## config.mk

```make
export PLATFORM = sky130hd
export DESIGN_NAME = counter_reload_ctrl
export DESIGN_NICKNAME = d
export VERILOG_FILES = /design/src/rtl/counter_reload_ctrl.sv
export SDC_FILE = /design/constraint.sdc
export NUM_CORES = 1
export LEC_CHECK = 0
export CORE_ASPECT_RATIO = 1.25
export CORE_UTILIZATION = 46
export DETAILED_ROUTE_END_ITERATION = 16
export GPL_ROUTABILITY_DRIVEN = 1
export PLACE_DENSITY = 0.81
export SETUP_SLACK_MARGIN = 0.05
export SLEW_MARGIN = 30
export SYNTH_ARGS = -nofsm -noshare
export SYNTH_HDL_FRONTEND = slang
export SYNTH_SLANG_ARGS = --single-unit
```

## constraint.sdc

```tcl
create_clock -name clk -period 3.1 [get_ports clk]
set_input_delay 0.62 -clock clk [delete_from_list [all_inputs] [get_ports clk]]
set_output_delay 0.62 -clock clk [all_outputs]
set_load 0.005 [all_outputs]
```

## src/rtl/counter_reload_ctrl.sv

```systemverilog
// ---------------------------------------------------------------------------
// counter_reload_ctrl
//
// Upstream controller for a loadable counter. Reload values arrive over a
// valid/ready handshake and are buffered in a small FIFO. While running, the
// block watches the counter's count. When count equals the terminal value,
// the block loads the next buffered value in place of the increment. This
// chains count periods of variable length. The block also reports
// terminal-count events and buffer starvation.
//
// Ports:
//   clk           rising-edge clock
//   reset_n       synchronous reset, ACTIVE HIGH (1 = reset)
//   start         1-cycle pulse, leave IDLE and begin sequencing
//   stop          1-cycle pulse, return to IDLE (wins over start)
//   reload_valid  producer offers reload_data
//   reload_data   reload value
//   reload_ready  FIFO not full
//   terminal      terminal count value (quasi-static)
//   count         counter's current count
//   load          counter load strobe (taken on this clk edge)
//   load_data     FIFO head, zero when the FIFO is empty
//   tc_pulse      count == terminal while in RUN or STARVED
//   underrun      sticky, terminal reached with an empty FIFO
//   busy          state != IDLE
// ---------------------------------------------------------------------------
module counter_reload_ctrl #(
    parameter int WIDTH = 4,
    parameter int DEPTH = 2
) (
    input  logic             clk,
    input  logic             reset_n,
    input  logic             start,
    input  logic             stop,
    input  logic             reload_valid,
    input  logic [WIDTH-1:0] reload_data,
    output logic             reload_ready,
    input  logic [WIDTH-1:0] terminal,
    input  logic [WIDTH-1:0] count,
    output logic             load,
    output logic [WIDTH-1:0] load_data,
    output logic             tc_pulse,
    output logic             underrun,
    output logic             busy
);

    localparam int AW = (DEPTH > 1) ? $clog2(DEPTH) : 1;
    localparam logic [AW:0]   FULL_OCC = (AW + 1)'(DEPTH);
    localparam logic [AW:0]   OCC_ONE  = (AW + 1)'(1);
    localparam logic [AW-1:0] PTR_ONE  = AW'(1);

    localparam logic [1:0] ST_IDLE    = 2'd0;
    localparam logic [1:0] ST_PRIME   = 2'd1;
    localparam logic [1:0] ST_RUN     = 2'd2;
    localparam logic [1:0] ST_STARVED = 2'd3;

    logic [1:0]       state_q, state_d;
    logic             underrun_q, underrun_d;
    logic [WIDTH-1:0] mem_q [DEPTH];
    logic [AW-1:0]    rd_ptr_q, rd_ptr_d;
    logic [AW-1:0]    wr_ptr_q, wr_ptr_d;
    logic [AW:0]      occ_q, occ_d;

    logic empty_s;
    logic full_s;
    logic push_s;
    logic pop_s;
    logic match_s;
    logic load_s;
    logic tc_s;

    assign empty_s = (occ_q == {(AW + 1){1'b0}});
    assign full_s  = (occ_q == FULL_OCC);
    // Ready depends only on the stored occupancy. A pop in the same cycle
    // does not free a slot for this cycle's push.
    assign push_s  = reload_valid && !full_s;
    // load is only raised with a non-empty FIFO, so every load is a pop.
    assign pop_s   = load_s;
    assign match_s = (count == terminal);

    assign reload_ready = !full_s;
    assign load         = load_s;
    assign load_data    = empty_s ? {WIDTH{1'b0}} : mem_q[rd_ptr_q];
    assign tc_pulse     = tc_s;
    assign underrun     = underrun_q;
    assign busy         = (state_q != ST_IDLE);

    // Sequencing decisions: next state, load strobe, terminal pulse, underrun flag
    always_comb begin
        state_d    = state_q;
        underrun_d = underrun_q;
        load_s     = 1'b0;
        tc_s       = 1'b0;
        case (state_q)
            ST_IDLE: begin
                if (start && !stop) begin
                    state_d    = ST_PRIME;
                    underrun_d = 1'b0;
                end else begin
                    state_d = ST_IDLE;
                end
            end
            ST_PRIME: begin
                if (stop) begin
                    state_d = ST_IDLE;
                end else if (!empty_s) begin
                    load_s  = 1'b1;
                    state_d = ST_RUN;
                end else begin
                    state_d = ST_PRIME;
                end
            end
            ST_RUN: begin
                tc_s = match_s;
                if (stop) begin
                    state_d = ST_IDLE;
                end else if (match_s && !empty_s) begin
                    load_s  = 1'b1;
                    state_d = ST_RUN;
                end else if (match_s) begin
                    // Nothing buffered: let the counter run on and flag it.
                    underrun_d = 1'b1;
                    state_d    = ST_STARVED;
                end else begin
                    state_d = ST_RUN;
                end
            end
            ST_STARVED: begin
                tc_s = match_s;
                if (stop) begin
                    state_d = ST_IDLE;
                end else if (!empty_s) begin
                    // Resynchronise as soon as data shows up, whatever the count.
                    load_s  = 1'b1;
                    state_d = ST_RUN;
                end else begin
                    state_d = ST_STARVED;
                end
            end
            default: begin
                state_d = ST_IDLE;
            end
        endcase
    end

    // FIFO pointer and occupancy bookkeeping
    always_comb begin
        rd_ptr_d = pop_s  ? (rd_ptr_q + PTR_ONE) : rd_ptr_q;
        wr_ptr_d = push_s ? (wr_ptr_q + PTR_ONE) : wr_ptr_q;
        case ({push_s, pop_s})
            2'b10:   occ_d = occ_q + OCC_ONE;
            2'b01:   occ_d = occ_q - OCC_ONE;
            default: occ_d = occ_q;
        endcase
    end

    // Control state registers with synchronous active-high reset
    always_ff @(posedge clk) begin
        if (reset_n) begin
            state_q    <= ST_IDLE;
            underrun_q <= 1'b0;
            rd_ptr_q   <= {AW{1'b0}};
            wr_ptr_q   <= {AW{1'b0}};
            occ_q      <= {(AW + 1){1'b0}};
        end else begin
            state_q    <= state_d;
            underrun_q <= underrun_d;
            rd_ptr_q   <= rd_ptr_d;
            wr_ptr_q   <= wr_ptr_d;
            occ_q      <= occ_d;
        end
    end

    // FIFO storage. Entries are only read when occupancy covers them, so the
    // storage itself needs no reset.
    always_ff @(posedge clk) begin
        if (push_s) begin
            mem_q[wr_ptr_q] <= reload_data;
        end else begin
            mem_q[wr_ptr_q] <= mem_q[wr_ptr_q];
        end
    end

endmodule
```

==> results of run 1 <==
routing by layer:
layer | vias to the layer above | share of wire | GRT usage
met5 | - | 0 | 0
met4 | 0 | 0.0093 | 0.0857
met3 | 2 | 0.039 | 0.0427
met2 | 12 | 0.50 | 0.325
met1 | 256 | 0.45 | 0.224
li1 | 305 | - | -
cells in the mapped netlist, drive strengths merged:
cell    count  area share
o21ba       1       0.013
edfxtp      8        0.32
nor3b       4       0.040
o21a        1      0.0099
xor2        2       0.023
a21oi       2       0.013
ha          1       0.017
inv         1      0.0050
buf         1      0.0099
clkbuf      1      0.0050
or3b        1       0.012
nor3        2       0.013
nor2       12       0.060
mux2i       4       0.053
or3         1      0.0083
nand2b      1      0.0083
dfxtp       8        0.21
o21ai       2       0.013
a41o        1       0.013
a221o       1       0.013
a211o       2       0.023
and3        2       0.017
nand3       1      0.0066
nand2       4       0.020
xnor2       5       0.058
or2         1      0.0083
nor2b       1      0.0083
critical path: stages:
cell,delay (ns)
clkdlybuf4s50_1,0.47
xnor2_1,0.12
nand3_1,0.18
nor2_1,0.21
o21a_1,0.18
clkdlybuf4s50_1,0.51
cell type report:
class,instances,area share
sequential,16,0.380
timing repair buffer,25,0.238
clock buffer,4,0.0344
multi-input combinational,52,0.323
tap,18,0.0214
inverter,1,0.00356
how the worst max path moves through the flow:
stage,slack (ns),from,to,depth (start not counted)
global route,0.08,terminal[1],load,6
finish,0.20,terminal[3],load,6
floorplan,1.02,terminal[2],occ_q[1]$_SDFFE_PP0P_,7
CTS,0.20,count[1],load,6
detailed placement,0.22,count[1],load,6
global placement,0.24,terminal[1],load,6
per-stage QoR:
stage	utilization	total power [mW]	instance area (um^2)	instances
2_1_floorplan	-	0.365	756	71
3_3_place_gp	0.660	0.425	1020	112
3_5_place_dp	0.660	0.429	1020	112
4_1_cts	0.683	0.562	1050	116
5_1_grt	0.683	0.590	1050	116
6_report	0.683	0.555	1050	116
report_power, final:
group          total [mW]  switching, mW  internal [mW]
logic               0.148         0.0563         0.0921
registers           0.276         0.0254          0.250
clock network       0.131         0.0598         0.0713
placed cells by master, fill, tap and decap left out, types with 2 or more instances in the layout:
cell type	count
a211o_1	2
a21oi_1	2
and3_1	2
clkbuf_4	3
clkdlybuf4s50_1	25
dfxtp_1	8
edfxtp_1	8
mux2i_1	4
nand2_1	4
nor2_1	12
nor3_1	2
nor3b_1	4
o21ai_0	2
xnor2_1	5
xor2_1	2
kinds of logic after synthesis:
group,Yosys count,synth area share
xor+xnor,7,0.0811
simple gates,30,0.200
flops,16,0.530
compound gates,10,0.0993
fa+ha+maj,1,0.0166
buf+inv,3,0.0199
mux,4,0.0530
registers in the layout (all words and copies together) (netlist names), named ones only:
register	count
mem_q	8
occ_q	2
state_q	2
rd_ptr_q	1
underrun	1
wr_ptr_q	1
==> metrics, run 1 <==
Synth warnings=0; fin nets=117; leakage=0.414 nW; clk_skew=0.000536 ns; fin. max-slew vios=0; Initial Utilization=0.490; Max Fclk=344 MHz; slew margin rel.=0.745; Final HPWL DP=1070 um; max cap viols=0; syn_nets=89; CP Class=in -> out; total power divided by cell area=527 nW/um^2; CP Data Required Time=2.48 ns; Avg Cell Area, Syn=10.6 um^2; total negative slack=0 ns; # rows=16; Die H=47.3 um; vias in the first global route=565; FF/Latch Area=400 um^2; CP max FO=5; post-CTS resize count=0; routed vias/inst=4.96; via count=575; Tightest Pin Transition=0.382 ns; die width=38.3 um; period utilisation layout=0.937; Inserted Clock Buffers=3; worst r2r src=state_q[1]$_SDFF_PP0_; first-pass GRT wire length=2330 um; worst setup margin=0.196 ns; Peak VDD IR=0.000357 V; core region area=1540 um^2; Avg WL per Cell=12.1 um; Multi-input gate area=340 um^2; input/output buffers=25; Ant. Diodes=0; RSZ-0062 raised after global routing=no; Crit. End Element=primary output; fillers=123; Seq cells post-synth=16; area grow syn2layout=39.4%; R2R cell count=6; clock sink total=16; Hold Path Stages=2; Root Buffer=clkbuf_4; Setup Buffers After CTS=0; Synth Instances=71; Synth Cell Area=756 um^2; pin count of the biggest net entering global routing=11; worst hold path class=reg -> reg; Worst-path clk slew=0.09 ns; Reg-to-Reg End=occ_q[1]$_SDFFE_PP0P_; final setup fails=0; R2R Setup Slk=1.41 ns; layout cells sized above 1=0.0612; Hold Crit Endpoint=occ_q[1]$_SDFFE_PP0P_; WHS=0.540 ns; Synth cell types=27; die area=1810 um^2; min cycle time layout=2.90 ns; clk_lat worst skew=0.27 ns; hold buffer count at CTS=0; worst hold path startpoint=occ_q[1]$_SDFFE_PP0P_; CTS tree=yes; grt ovf=0; GPL Wtd Cong=0.681; DR iter-0 viols=7; H-tree depth=1; Final ANT Viol Nets=0; Detailed Routing Iterations Pass 1=3; Setup WS pre-CTS=0.215 ns; crit path launch type=input pin; GRT Util Overall=0.190; Post-route DRC=0; WL final=1400 um; status=finished, final reports clean; register area share after synthesis=0.530; count of final hold-check violations=0; # IOs=26; worst endpoint data arrival time=2.28 ns; initial antenna violation count=0; clk buf depth=2
(Power assumes the default switching activity.)
==> run 2, diff against run 1 <==
--- a/config.mk
+++ b/config.mk
@@ -5,11 +5,12 @@
 export SDC_FILE = /design/constraint.sdc
 export NUM_CORES = 1
 export LEC_CHECK = 0
-export CORE_ASPECT_RATIO = 1.25
-export CORE_UTILIZATION = 46
+export CORE_AREA = 2 2 39 41
 export DETAILED_ROUTE_END_ITERATION = 16
+export DIE_AREA = 0 0 41 43
+export DONT_BUFFER_PORTS = 1
 export GPL_ROUTABILITY_DRIVEN = 1
-export PLACE_DENSITY = 0.81
+export PLACE_DENSITY = 0.72
 export SETUP_SLACK_MARGIN = 0.05
 export SLEW_MARGIN = 30
 export SYNTH_ARGS = -nofsm -noshare
==> run 2 against run 1 <==
Highest routed layer unchanged. Via count shrank 11%. Critical path type unchanged. Largest cell class unchanged. Register-to-register slack got worse by 0.09 ns. Clock power is 5% higher. Global-route usage barely moved. Hold slack worse by 0.16 ns.
==> metrics, run 2 (same netlist as run 1, synthesis figures left out) <==
status=finished, final reports clean (unchanged); clock power share=0.270 (was 0.236); Setup Buffers After CTS=0 (unchanged); M3 GR Usage=0.0576 (was 0.0427); crit path launch type=input pin (unchanged); Bufs and invs on worst path=0 (was 2); met1 GRT Util=0.230 (was 0.224); die area=1760 um^2 (was 1810 um^2); Hold Path Stages=1 (was 2); Inserted Clock Buffers=3 (unchanged); DR iter-0 viols=4 (was 7); Crit. End Element=primary output (unchanged); # IOs=26 (unchanged); biggest regs=mem_q x8, occ_q x2, state_q x2 (unchanged); Sw Ratio=0.270 (was 0.255); CP Data Required Time=2.48 ns (about the same); Peak VDD IR=0.000252 V (was 0.000357 V); pin count of the biggest net entering global routing=11 (unchanged); total negative slack=0 ns (unchanged); period utilisation layout=0.652 (was 0.937); GPL Wtd Cong=0.684 (was 0.681); worst hold path class=in -> reg (was reg -> reg); Psw=0.138 mW (was 0.142 mW); final setup fails=0 (unchanged); fin. max-slew vios=0 (unchanged); layout cells sized above 1=0.0822 (was 0.0612); Crit path max-delay family=simple AND/OR/NAND/NOR gates (was buffers and inverters); R2R Setup Slk=1.32 ns (was 1.41 ns); clk buf depth=2 (unchanged); CP max FO=5 (unchanged); routed vias/inst=5.74 (was 4.96); hold buffer count at CTS=0 (unchanged); worst endpoint data arrival time=1.40 ns (was 2.28 ns); # rows=14 (was 16); fillers=113 (was 123); Root Buffer=clkbuf_4 (unchanged); Slowest-stage cell, CP=nor2_1 (was clkdlybuf4s50_1); Worst-path clk slew=0.10 ns (was 0.09 ns); CP Cell Sequence=xnor2_1 -> nand3_1 -> nor2_1 -> o21a_1 (was clkdlybuf4s50_1 -> xnor2_1 -> nand3_1 -> nor2_1 -> o21a_1 -> clkdlybuf4s50_1); RSZ-0062 raised after global routing=no (unchanged); clock sink total=16 (unchanged); clk_lat worst skew=0.29 ns (was 0.27 ns); most common cell after layout, fill and taps aside=nor2_1 (was clkdlybuf4s50_1); Combinational Power Share=0.192 (was 0.267); Detailed Routing Iterations Pass 1=4 (was 3); H-tree depth=1 (unchanged); first-pass GRT wire length=2150 um (was 2330 um); commonest non-fill, non-tap cells in the layout=12 x nor2_1, 8 x dfxtp_1, 8 x edfxtp_1 (was 25 x clkdlybuf4s50_1, 12 x nor2_1, 8 x dfxtp_1, 8 x edfxtp_1, 5 x xnor2_1); clk_skew=0.00590 ns (was 0.000536 ns); global routing's busiest layer=met2 (unchanged); initial antenna violation count=0 (unchanged); worst hold path startpoint=reset_n (was occ_q[1]$_SDFFE_PP0P_); sequential share of power=0.538 (was 0.497); via count=511 (was 575); worst stage delay on the critical path=0.27 ns (was 0.51 ns); leakage=0.319 nW (was 0.414 nW); Max Fclk=495 MHz (was 344 MHz); CP Class=in -> out (unchanged); die width=41 um (was 38.3 um); CTS tree=yes (unchanged); fin nets=92 (was 117); overall power=0.513 mW (was 0.555 mW); Initial Utilization=0.546 (was 0.490); R2R cell count=6 (unchanged); post-CTS resize count=0 (unchanged); area grow syn2layout=5.96% (was 39.4%); worst r2r src=state_q[1]$_SDFF_PP0_ (unchanged); Reg-to-Reg End=occ_q[1]$_SDFFE_PP0P_ (unchanged); Final HPWL DP=1040 um (was 1070 um); WL final=1350 um (was 1400 um); Internal=0.374 mW (was 0.414 mW); slew margin rel.=0.692 (was 0.745); Largest Register=mem_q (unchanged); Avg WL per Cell=15.2 um (was 12.1 um); Post-route DRC=0 (unchanged); core region area=1380 um^2 (was 1540 um^2); min cycle time layout=2.02 ns (was 2.90 ns); Tightest Pin Transition=0.460 ns (was 0.382 ns); total power divided by cell area=640 nW/um^2 (was 527 nW/um^2); met2 Usage GRT=0.288 (was 0.325); Placed Cells=85 (was 112); Final ANT Viol Nets=0 (unchanged); Die H=43 um (was 47.3 um); Ant. Diodes=0 (unchanged); GRT Util Overall=0.189 (was 0.190); non-filler cells, final=89 (was 116); Largest register FFs=8 (unchanged); count of final hold-check violations=0 (unchanged); input/output buffers=0 (was 25); grt ovf=0 (unchanged); max cap viols=0 (unchanged); vias in the first global route=496 (was 565); Hold Crit Endpoint=occ_q[1]$_SDFFE_PP0P_ (unchanged)
## run 2: changes by cell type in the layout (fill, tap and decap cells not counted), sizes merged
cell / delta
clkdlybuf4s50: -25
## run 2: routing by layer
layer  vias to the layer above  wire [um]
met5                         -          0
met4                         0         28
met3                         5         84
met2                        15        676
met1                       238        563
li1                        253          -
## run 2: power by group through the flow
stage | clock network [mW] | registers (mW) | logic [mW]
2_1_floorplan | 0 | 0.267 | 0.0978
3_3_place_gp | 0 | 0.279 | 0.0970
3_5_place_dp | 0 | 0.281 | 0.0991
4_1_cts | 0.137 | 0.277 | 0.0995
5_1_grt | 0.144 | 0.279 | 0.112
6_report | 0.138 | 0.276 | 0.0986
## run 2: how the worst max path moves through the flow
| stage | from | endpoint | slack (ns) | cells past startpoint |
|---|---|---|---|---|
| 5_1_grt | terminal[3] | load | 0.97 | 4 |
| 3_5_place_dp | terminal[2] | occ_q[1]$_SDFFE_PP0P_ | 0.85 | 7 |
| 2_1_floorplan | terminal[2] | occ_q[1]$_SDFFE_PP0P_ | 1.02 | 7 |
| 3_3_place_gp | terminal[2] | occ_q[1]$_SDFFE_PP0P_ | 0.88 | 7 |
| 4_1_cts | terminal[2] | load | 1.07 | 4 |
| 6_report | terminal[3] | load | 1.08 | 4 |
## run 2: through the flow
| step | area [um^2] | hold slack, ns | util | worst slack, ns |
|---|---|---|---|---|
| 4_1_cts | 801 | 0.385 | 0.579 | 1.07 |
| 6_report | 801 | 0.383 | 0.579 | 1.08 |
| 2_1_floorplan | 756 | 0.484 | - | 1.02 |
| 5_1_grt | 801 | 0.377 | 0.579 | 0.972 |
| 3_5_place_dp | 764 | 0.514 | 0.552 | 0.849 |
| 3_3_place_gp | 764 | 0.496 | 0.552 | 0.875 |
## run 2: layout make-up
cell class / count / area (um^2) / area share
flip-flops and latches: 16 / 400 / 0.500
multi-input cells: 52 / 340 / 0.425
clock buffers: 4 / 36.3 / 0.0453
well taps: 16 / 20.0 / 0.0250
inverters: 1 / 3.75 / 0.00469
==> run 3, diff against run 2 <==
--- a/config.mk
+++ b/config.mk
@@ -5,12 +5,11 @@
 export SDC_FILE = /design/constraint.sdc
 export NUM_CORES = 1
 export LEC_CHECK = 0
-export CORE_AREA = 2 2 39 41
+export CORE_UTILIZATION = 52
 export DETAILED_ROUTE_END_ITERATION = 16
-export DIE_AREA = 0 0 41 43
 export DONT_BUFFER_PORTS = 1
 export GPL_ROUTABILITY_DRIVEN = 1
-export PLACE_DENSITY = 0.72
+export PLACE_DENSITY = 0.7
 export SETUP_SLACK_MARGIN = 0.05
 export SLEW_MARGIN = 30
 export SYNTH_ARGS = -nofsm -noshare
==> constraint.sdc (replaced) <==
create_clock -name clk -period 1.8 [get_ports clk]
set_input_delay 0.36 -clock clk [delete_from_list [all_inputs] [get_ports clk]]
set_output_delay 0.36 -clock clk [all_outputs]
set_load 0.005 [all_outputs]
==> run 3 against run 2 <==
Flip-flop and latch count unchanged. Critical path depth rose by 1. Hold slack worse by 0.24 ns. Clock power increased by 27%. Critical endpoint is now occ_q[1]$_SDFFE_PP0P_. Sequential share of layout area down 2.2 points. Design area is 4.7% higher. Count of clock-buffer cells in the layout shrank 1. Cell count increased by 1.1%.
==> metrics, run 3 (same netlist as run 1, synthesis figures left out) <==
leakage=0.337 nW (was 0.319 nW); core region area=1330 um^2 (was 1380 um^2); Post-Layout Inst Area=838 um^2 (was 801 um^2); worst hold path class=in -> reg (unchanged); min cycle time layout=1.59 ns; Core Util, Final=0.629 (was 0.579); Post-route DRC=0 (unchanged); Root Buffer=clkbuf_4 (unchanged); Multi-input gate area=370 um^2 (was 340 um^2); Avg WL per Cell=14.0 um (was 15.2 um); post-CTS resize count=0 (unchanged); clock sink total=16 (unchanged); Combinational Power Share=0.214 (was 0.192); status=finished, final reports clean (unchanged); H-tree depth=1 (unchanged); overall power=0.826 mW (was 0.513 mW); CP max FO=5 (unchanged); Peak VDD IR=0.000811 V (was 0.000252 V); biggest regs=mem_q x8, occ_q x2, state_q x2 (unchanged); clk_skew=0.00679 ns (was 0.00590 ns); WL final=1260 um (was 1350 um); Largest Register=mem_q (unchanged); Final ANT Viol Nets=0 (unchanged); CP Data Required Time=2.01 ns (was 2.48 ns); GRT Util Overall=0.183 (was 0.189); period utilisation layout=0.882; Worst-path clk slew=0.08 ns (was 0.10 ns); Die H=40.1 um (was 43 um); placed instance area=816 um^2 (was 764 um^2); sequential share of power=0.573 (was 0.538); fin. max-slew vios=0 (unchanged); initial antenna violation count=0 (unchanged); grt ovf=0 (unchanged); RSZ-0062 raised after global routing=no (unchanged); layout cells sized above 1=0.160 (was 0.0822); CP Class=reg -> reg (was in -> out); Ant. Diodes=0 (unchanged); die width=40.1 um (was 41 um); # rows=13 (was 14); CTS tree=yes (unchanged); most common cell after layout, fill and taps aside=nor2_1 (unchanged); slew margin rel.=0.683 (was 0.692); via count=515 (was 511); Max Fclk=630 MHz; fin nets=95 (was 92); Largest register FFs=8 (unchanged); crit path launch type=register (was input pin); input/output buffers=0 (unchanged); clock power share=0.212 (was 0.270); Tightest Pin Transition=0.473 ns (was 0.460 ns); Setup Buffers After CTS=0 (unchanged); GPL Wtd Cong=0.749 (was 0.684); first-pass GRT wire length=1860 um (was 2150 um); area grow syn2layout=10.9% (was 5.96%); FF/Latch Area=400 um^2 (unchanged); Psw=0.220 mW (was 0.138 mW); final setup fails=0 (unchanged); fillers=127 (was 113); Internal=0.606 mW (was 0.374 mW); vias in the first global route=474 (was 496); clk_lat worst skew=0.28 ns (was 0.29 ns); hold buffer count at CTS=0 (unchanged); Initial Utilization=0.567 (was 0.546); total power divided by cell area=986 nW/um^2 (was 640 nW/um^2); R2R Setup Slk=0.21 ns (was 1.32 ns); Crit. End Element=register (was primary output); die area=1610 um^2 (was 1760 um^2); DR iter-0 viols=9 (was 4); count of final hold-check violations=0 (unchanged); Detailed Routing Iterations Pass 1=3 (was 4); pin count of the biggest net entering global routing=11 (unchanged); clk buf depth=2 (unchanged); Final HPWL DP=981 um (was 1040 um); total negative slack=0 ns (unchanged); Inserted Clock Buffers=3 (unchanged); routed vias/inst=5.72 (was 5.74); commonest non-fill, non-tap cells in the layout=11 x nor2_1, 8 x dfxtp_1, 8 x edfxtp_1 (was 12 x nor2_1, 8 x dfxtp_1, 8 x edfxtp_1); worst endpoint data arrival time=1.80 ns (was 1.40 ns); max cap viols=0 (unchanged); # IOs=26 (unchanged); Sw Ratio=0.267 (was 0.270)
-- run 3: cell count changes in the layout (fill, tap and decap cells not counted) --
| cell | delta |
|---|---|
| ha_4 | +1 |
| ha_1 | -1 |
| nor2_1 | -1 |
| buf_4 | +3 |
| xnor2_2 | +2 |
| nor2_2 | +1 |
| xnor2_1 | -2 |
| clkbuf_8 | -1 |
-- run 3: critical path, cell delays in order, from the launching register on --
cell,delay (ns)
dfxtp_1,0.42
nand2b_1,0.19
nand2_1,0.16
ha_4,0.28
or3_1,0.36
a21oi_1,0.12
-- run 3: final timing paths --
kind,from,endpoint,depth (start not counted)
worst max register to register,occ_q[0]$_SDFFE_PP0P_,occ_q[1]$_SDFFE_PP0P_,5
worst min-delay path,reset_n,occ_q[1]$_SDFFE_PP0P_,1
worst min register to register,occ_q[1]$_SDFFE_PP0P_,occ_q[1]$_SDFFE_PP0P_,2
worst max-delay path,occ_q[0]$_SDFFE_PP0P_,occ_q[1]$_SDFFE_PP0P_,5
-- run 3: power by group through the flow --
stage | registers (mW) | logic [mW] | clock network (mW)
floorplan | 0.460 | 0.175 | 0
global placement | 0.482 | 0.176 | 0
detailed placement | 0.483 | 0.177 | 0
CTS | 0.475 | 0.178 | 0.179
global route | 0.480 | 0.198 | 0.199
finish | 0.474 | 0.177 | 0.175
-- run 3: layout make-up --
cell class / count / area share
flip-flops and latches: 16 / 0.478
multi-input cells: 52 / 0.442
repair buffers: 3 / 0.0269
inverters: 1 / 0.00448
well taps: 15 / 0.0224
clock buffers: 3 / 0.0269
-- run 3: per-stage QoR --
step	std cells	hold WS [ns]	worst slack [ns]
after floorplan	71	0.439	0.0522
after global placement	87	0.431	0.121
after detailed placement	87	0.433	0.0849
after CTS	90	0.136	0.186
after global routing	90	0.120	0.0554
final	90	0.144	0.212
-- run 3: metal layers --
layer,share of wire,vias to the layer above,wire length (um),track usage
met5,0,-,0,0
met4,0.0040,0,5,0.0603
met3,0.089,2,113,0.106
met2,0.48,19,605,0.306
met1,0.43,233,538,0.189
li1,-,261,-,-
